$ cat src/rtl/conway_mode_controller.sv
`default_nettype none
// ============================================================================
//  Module      : conway_mode_controller
//  Description : Sequences the Game-of-Life grid memory through serial load,
//                multi-generation run and serial readout. All outputs are
//                registered; one mode strobe at a time drives the memory.
//  Revision    : 1.0 - initial release
// ============================================================================
module conway_mode_controller #(
  parameter int DATA_SIZE = 64,
  parameter int GEN_WIDTH = 8
) (
  input  logic                 clk,
  input  logic                 reset,
  input  logic                 start_load,
  input  logic                 start_run,
  input  logic [GEN_WIDTH-1:0] gen_count,
  input  logic                 start_output,
  input  logic                 abort,
  output logic                 load_mode,
  output logic                 run_mode,
  output logic                 output_mode,
  output logic                 serial_valid,
  output logic                 busy,
  output logic                 done,
  output logic [GEN_WIDTH-1:0] gen_remaining
);

  localparam int CNT_W = $clog2(DATA_SIZE + 1);
  // Bit index of the final shifted bit, and the extra trailing readout cycle
  // during which serial_valid is still high but output_mode has dropped.
  localparam logic [CNT_W-1:0]     C_LAST_BIT = CNT_W'(DATA_SIZE - 1);
  localparam logic [CNT_W-1:0]     C_TRAIL    = CNT_W'(DATA_SIZE);
  localparam logic [CNT_W-1:0]     C_CNT_ONE  = CNT_W'(1);
  localparam logic [GEN_WIDTH-1:0] C_GEN_ONE  = GEN_WIDTH'(1);

  typedef enum logic [1:0] {
    IDLE   = 2'd0,
    LOAD   = 2'd1,
    RUN    = 2'd2,
    OUTPUT = 2'd3
  } state_e;

  state_e               state_q, state_d;
  logic [CNT_W-1:0]     bit_cnt_q, bit_cnt_d;
  logic [GEN_WIDTH-1:0] gen_rem_q, gen_rem_d;
  logic                 load_q, load_d;
  logic                 run_q, run_d;
  logic                 out_q, out_d;
  logic                 sv_q, sv_d;
  logic                 busy_q, busy_d;
  logic                 done_q, done_d;

  // Next-state, counter and registered-output decode.
  always_comb begin
    state_d   = state_q;
    bit_cnt_d = bit_cnt_q;
    gen_rem_d = gen_rem_q;
    done_d    = 1'b0;

    case (state_q)
      IDLE: begin
        // abort in IDLE swallows any simultaneous start.
        if (!abort) begin
          if (start_run) begin
            gen_rem_d = gen_count;
            if (gen_count == '0) begin
              done_d = 1'b1;          // nothing to run: complete immediately
            end else begin
              state_d = RUN;
            end
          end else if (start_load) begin
            state_d   = LOAD;
            bit_cnt_d = '0;
          end else if (start_output) begin
            state_d   = OUTPUT;
            bit_cnt_d = '0;
          end
        end
      end
      LOAD: begin
        bit_cnt_d = bit_cnt_q + C_CNT_ONE;
        if (bit_cnt_q == C_LAST_BIT) begin
          state_d   = IDLE;
          bit_cnt_d = '0;
          done_d    = 1'b1;
        end
      end
      RUN: begin
        gen_rem_d = gen_rem_q - C_GEN_ONE;
        if (gen_rem_q == C_GEN_ONE) begin
          state_d = IDLE;
          done_d  = 1'b1;
        end
      end
      OUTPUT: begin
        // Counts DATA_SIZE shift cycles plus one trailing valid cycle.
        bit_cnt_d = bit_cnt_q + C_CNT_ONE;
        if (bit_cnt_q == C_TRAIL) begin
          state_d   = IDLE;
          bit_cnt_d = '0;
          done_d    = 1'b1;
        end
      end
      default: state_d = IDLE;
    endcase

    if (abort && (state_q != IDLE)) begin
      state_d   = IDLE;
      bit_cnt_d = '0;
      gen_rem_d = '0;
      done_d    = 1'b0;
    end

    load_d = (state_d == LOAD);
    run_d  = (state_d == RUN);
    out_d  = (state_d == OUTPUT) && (bit_cnt_d != C_TRAIL);
    // Memory serial_out is registered, so valid data lags output_mode by one.
    sv_d   = out_q && (state_d == OUTPUT);
    busy_d = (state_d != IDLE);
  end

  // State, counter and output registers with synchronous reset.
  always_ff @(posedge clk) begin
    if (reset) begin
      state_q   <= IDLE;
      bit_cnt_q <= '0;
      gen_rem_q <= '0;
      load_q    <= 1'b0;
      run_q     <= 1'b0;
      out_q     <= 1'b0;
      sv_q      <= 1'b0;
      busy_q    <= 1'b0;
      done_q    <= 1'b0;
    end else begin
      state_q   <= state_d;
      bit_cnt_q <= bit_cnt_d;
      gen_rem_q <= gen_rem_d;
      load_q    <= load_d;
      run_q     <= run_d;
      out_q     <= out_d;
      sv_q      <= sv_d;
      busy_q    <= busy_d;
      done_q    <= done_d;
    end
  end

  assign load_mode     = load_q;
  assign run_mode      = run_q;
  assign output_mode   = out_q;
  assign serial_valid  = sv_q;
  assign busy          = busy_q;
  assign done          = done_q;
  assign gen_remaining = gen_rem_q;

endmodule
`default_nettype wire

$ cat config.mk
export PLATFORM = sky130hd
export DESIGN_NAME = conway_mode_controller
export DESIGN_NICKNAME = d
export VERILOG_FILES = /design/src/rtl/conway_mode_controller.sv
export SDC_FILE = /design/constraint.sdc
export NUM_CORES = 1
export LEC_CHECK = 0
export ABC_AREA = 1
export CAP_MARGIN = 30
export CELL_PAD_IN_SITES_DETAIL_PLACEMENT = 0
export CELL_PAD_IN_SITES_GLOBAL_PLACEMENT = 1
export CORE_MARGIN = 1.5
export CORE_UTILIZATION = 46
export CTS_CLUSTER_SIZE = 24
export DETAILED_ROUTE_END_ITERATION = 16
export DONT_BUFFER_PORTS = 1
export PLACE_DENSITY_LB_ADDON = 0.1
export SETUP_SLACK_MARGIN = 0.1
export SLEW_MARGIN = 25
export SYNTH_ARGS = -nofsm -noshare
export SYNTH_HDL_FRONTEND = slang
export SYNTH_SLANG_ARGS = --single-unit
$ cat constraint.sdc
create_clock -name clk -period 2.9 [get_ports clk]
set_input_delay 0.435 -clock clk [delete_from_list [all_inputs] [get_ports clk]]
set_output_delay 0.435 -clock clk [all_outputs]
set_load 0.1 [all_outputs]
Word-level counts from Yosys, hierarchy flattened
Cells that the tools add are included.

operators by class
  $add $sub $neg = 2
  equal/unequal tests = 12
  multiplexer cells = 28
  reduce and logical (&&, ||, !) cells = 10

operators by type and width
  operator                                          number
  2-to-1 mux 7 bit                                  7
  one-hot mux 7 bit (3 select lines)                1
  2-to-1 mux 2 bit                                  9
  2-to-1 mux 8 bit                                  2
  one-hot mux 8 bit (2 select lines)                1
  == test 2 bit, second input constant              4
  == test 8 x 1 -> 1 bit, second input constant     1
  logical NOT 8 bit                                 1
  one-hot mux 2 bit (4 select lines)                1
  subtractor 8 x 1 -> 8 bit, second input constant  1
  adder 7 x 1 -> 7 bit, second input constant       1
  == test 7 x 6 -> 1 bit, second input constant     1
  == test 7 bit, second input constant              1
  inequality test 7 bit, second input constant      1
  2-to-1 mux 1 bit                                  6
  nonzero test 2 bit                                3
  == test 2 x 1 -> 1 bit, second input constant     2
  inequality test 2 bit, second input constant      2
  one-hot mux 1 bit (4 select lines)                1
  logical AND 1 bit                                 3
  AND reduction 3 bit                               1
  logical NOT 2 bit                                 1
  OR reduction 2 bit                                1

word-level totals
  register bits after elaboration = 23
  input bits = 14
  output and inout bits = 14
  word-level logic and storage cells = 61

Logic depth before layout (Yosys ltp)
  word-level depth = 8
  mapped depth = 14
  mapped depth without buffers = 14

Worst setup path after synthesis
Ideal clock, no wire load.

  path type = reg-to-reg
  start point = register gen_rem_q[0], in the netlist gen_remaining[0]
  end point = register gen_rem_q[2], in the netlist gen_remaining[2]
  library setup time = 109 ps
  data arrival time = 1,842 ps
  data required time = 2,791 ps
  slack = 949 ps
  cell stages (with the launch flop) = 9
  buffers on the path = 0
  cell sequence = dfxtp_1 inv_1 ha_1 inv_1 nor2_1 o21ai_0 o211ai_1 nand2_1 inv_1

between the ends
  longest elaborated chain between the ends = 2

ends and longest elaborated chain
  what                                RTL line  RTL
  start: declaration                  46        logic [GEN_WIDTH-1:0] gen_rem_q, gen_rem_d;
  start signal: assignment            138       gen_rem_q <= gen_rem_d;
  subtractor 8 x 1 -> 8 bit           90        gen_rem_d = gen_rem_q - C_GEN_ONE;
  one-hot mux 8 bit (2 select lines)  61        case (state_q)

No other way between the ends.
A chain may end at the register's enable or synchronous reset.

Worst setup path after layout
  start point = register gen_rem_q[0], in the netlist gen_remaining[0]
  end point = register gen_rem_q[6], in the netlist gen_remaining[6]

Same word-level chain as after synthesis.

==> insert_results.sql <==
INSERT INTO impl_metrics (metric_group, metric, value, unit) VALUES
('timing', 'max_freq', '575', 'MHz'),
('timing', 'final_period_minus_worst_setup_slack', '1.74', 'ns'),
('setup_path', 'crit_path_max_fanout', '5', ''),
('global_route', 'initial_antenna_violation_count', '0', ''),
('finish', 'nets', '255', ''),
('power', 'worst_case_vdd_ir_drop', '0.344', 'mV'),
('setup_path', 'critical_path.cell_chain', 'buf_4 -> inv_1 -> ha_1 -> inv_1 -> nor4_1 -> nand2_1 -> o211ai_1 -> a21oi_1', ''),
('timing', 'grt_setup_unrepaired', 'false', ''),
('routing', 'ant_nets', '0', ''),
('clock_network', 'clk_root_buffer_cell', 'clkbuf_4', ''),
('logic_synthesis', 'postSynthRegisterBits', '23', ''),
('floorplanning', 'initial_core_util', '0.496', ''),
('setup_path', 'worstSetupPathDepth', '8', ''),
('routing', 'detail_route.wirelength', '3250', 'um'),
('clock_network', 'clk_pin_slew', '0.13', 'ns'),
('routing', 'route.vias.total', '1380', ''),
('setup_path', 'cp_common_cell', 'inv_1', ''),
('setup_path', 'max_stage_delay', '0.33', 'ns'),
('hold_path', 'whs_endpoint', 'gen_remaining[0]', ''),
('finish', 'final_cells', '267', ''),
('floorplanning', 'fp.dieArea', '3360', 'um2'),
('setup_path', 'worstPathBufferInverterCount', '3', ''),
('placement', 'io_buffers', '0', ''),
('run_status', 'run_status', 'finished, final reports clean', ''),
('logic_synthesis', 'synth.largest_area_cell', 'dfxtp_1', ''),
('logic_synthesis', 'synthTopCellsByArea', 'dfxtp_1 33%, nand2_1 16%, nor2_1 9.7%', ''),
('logic_synthesis', 'synthCells', '224', ''),
('logic_synthesis', 'ys_types', '27', ''),
('power', 'total_power', '0.000948', 'W'),
('power', 'power_frac_clock', '0.153', ''),
('floorplanning', 'die_width', '58.0', 'um'),
('logic_synthesis', 'synthDominantCellAreaShare', '0.331', ''),
('setup_path', 'rr_endpoint', 'gen_remaining[6]', ''),
('timing', 'fin_worst_hold_slack', '0.274', 'ns'),
('setup_path', 'crit_path_kind', 'flip-flop to flip-flop', ''),
('setup_path', 'worst_r2r_path_depth', '8', ''),
('floorplanning', 'num_rows', '19', ''),
('routing', 'dr.pass1.iters', '6', ''),
('setup_path', 'worst_path_arrival', '1.94', 'ns'),
('setup_path', 'critical_path.endpoint_type', 'flip-flop', ''),
('logic_synthesis', 'post_synth.cell_area_avg', '6.21', 'um2'),
('setup_path', 'cp.required', '3.10', 'ns'),
('global_route', 'pin_count_of_the_biggest_net_entering_global_routing', '14', ''),
('logic_synthesis', 'synth.most_common_cell', 'nand2_1', ''),
('timing', 'final-setup-viol-count', '0', ''),
('global_route', 'wire_length_of_the_first_global_routing_pass', '5580', 'um'),
('floorplanning', 'floorplan.core_area', '2810', 'um2'),
('logic_synthesis', 'yosys-top-cells-count', '60 x nand2_1, 36 x nor2_1, 32 x inv_1', ''),
('routing', 'wl_per_cell', '12.2', 'um'),
('timing', 'worst-slew-pin-transition', '0.959', 'ns'),
('power', 'power.share.combinational', '0.398', ''),
('power', 'internal-power', '0.000492', 'W'),
('logic_synthesis', 'ys.warnings.count', '0', ''),
('clock_network', 'cts_repair_resize_count', '0', ''),
('job', 'drv_cap', '0', ''),
('routing', 'post_drt_via_cell_ratio', '5.17', ''),
('global_route', 'gr-usage-all-layers', '0.213', ''),
('clock_network', 'clock_path_buffers', '2', ''),
('hold_path', 'holdCritStartpoint', 'gen_count[0]', ''),
('finish', 'postLayoutCellArea', '1520', 'um2'),
('setup_path', 'r2r_slack', '1.16', 'ns'),
('timing', 'timing.final.hold_violations', '0', ''),
('logic_synthesis', 'synth_area', '1390', 'um2'),
('clock_network', 'clkSinkCount', '23', ''),
('power', 'power.static_leakage', '0.779', 'nW'),
('placement', 'place_inst', '263', ''),
('power', 'powerDensity', '625', 'nW/um2'),
('timing', 'post-route-period-util', '0.600', ''),
('hold_path', 'worst_min_delay_path_category', 'input pin to flip-flop', ''),
('finish', 'antenna-diode-count', '0', ''),
('power', 'netSwitchingFraction', '0.481', '');
==> power by group through the flow <==
stage	Combinational, W	Sequential [W]	Clock [W]
after floorplan	0.000180	0.000552	0
after detailed placement	0.000375	0.000432	0
final	0.000377	0.000426	0.000145
after global routing	0.000413	0.000429	0.000168
after CTS	0.000376	0.000426	0.000155
after global placement	0.000371	0.000432	0
==> sequential cells by signal, summed over array words and instances, names as in the netlist <==
signal         cells
gen_remaining      8
bit_cnt_q          7
state_q            2
busy               1
done               1
load_mode          1
output_mode        1
run_mode           1
serial_valid       1
==> metal layers <==
layer / global-route usage / up-vias / routed length, um
met2: 0.359 / 38 / 1510
met4: 0.106 / 0 / 65
li1: - / 731 / -
met5: 0 / - / 0
met3: 0.0446 / 6 / 171
met1: 0.256 / 605 / 1490
==> cells in the final DEF (no fill, tap or decap), types with 3 or more instances in the layout <==
master / count
nand4_1: 3
o211ai_1: 3
inv_1: 32
a31oi_1: 3
ha_1: 4
dfxtp_1: 23
clkbuf_4: 3
nor2_1: 36
nand2_1: 60
o21ai_0: 3
buf_4: 8
nand3_1: 20
nor2_2: 3
a21oi_1: 8
inv_2: 7
==> stage by stage <==
step,util,setup WS (ns)
finish,0.541,1.16
floorplan,-,0.949
detailed placement,0.531,1.21
CTS,0.541,1.16
global route,0.541,1.03
global placement,0.531,1.28
==> how the worst max path moves through the flow <==
stage | startpoint | end | slack (ns)
after floorplan | gen_remaining[0] | gen_remaining[2] | 0.95
after global placement | gen_remaining[0] | gen_remaining[6] | 1.28
after detailed placement | gen_remaining[0] | gen_remaining[6] | 1.21
after CTS | output_mode | output_mode | 1.16
after global routing | gen_remaining[0] | gen_remaining[6] | 1.03
final | gen_remaining[0] | gen_remaining[6] | 1.16
==> logic make-up (layout without fill, tap and decap cells) <==
group                      Yosys count  in the layout  synth area share
adders and majority gates            4              4            0.0360
AOI/OAI and AO/OA                   25             25             0.114
DFF                                 23             23             0.331
buffers and inverters               40             52             0.108
and+or+nand+nor                    130            130             0.398
xor gates and xnor gates             2              2            0.0126
==> area by class of cell <==
cell class | instances | area (um2)
fillers | 303 | 1290
multi-input cells | 161 | 779
flip-flops and latches | 23 | 460
inverters | 40 | 150
repair buffers | 8 | 60.1
well taps | 31 | 38.8
clock buffers | 3 | 22.5
clock inverters | 1 | 5.00
Note: power is estimated with default switching activity, not from simulation.
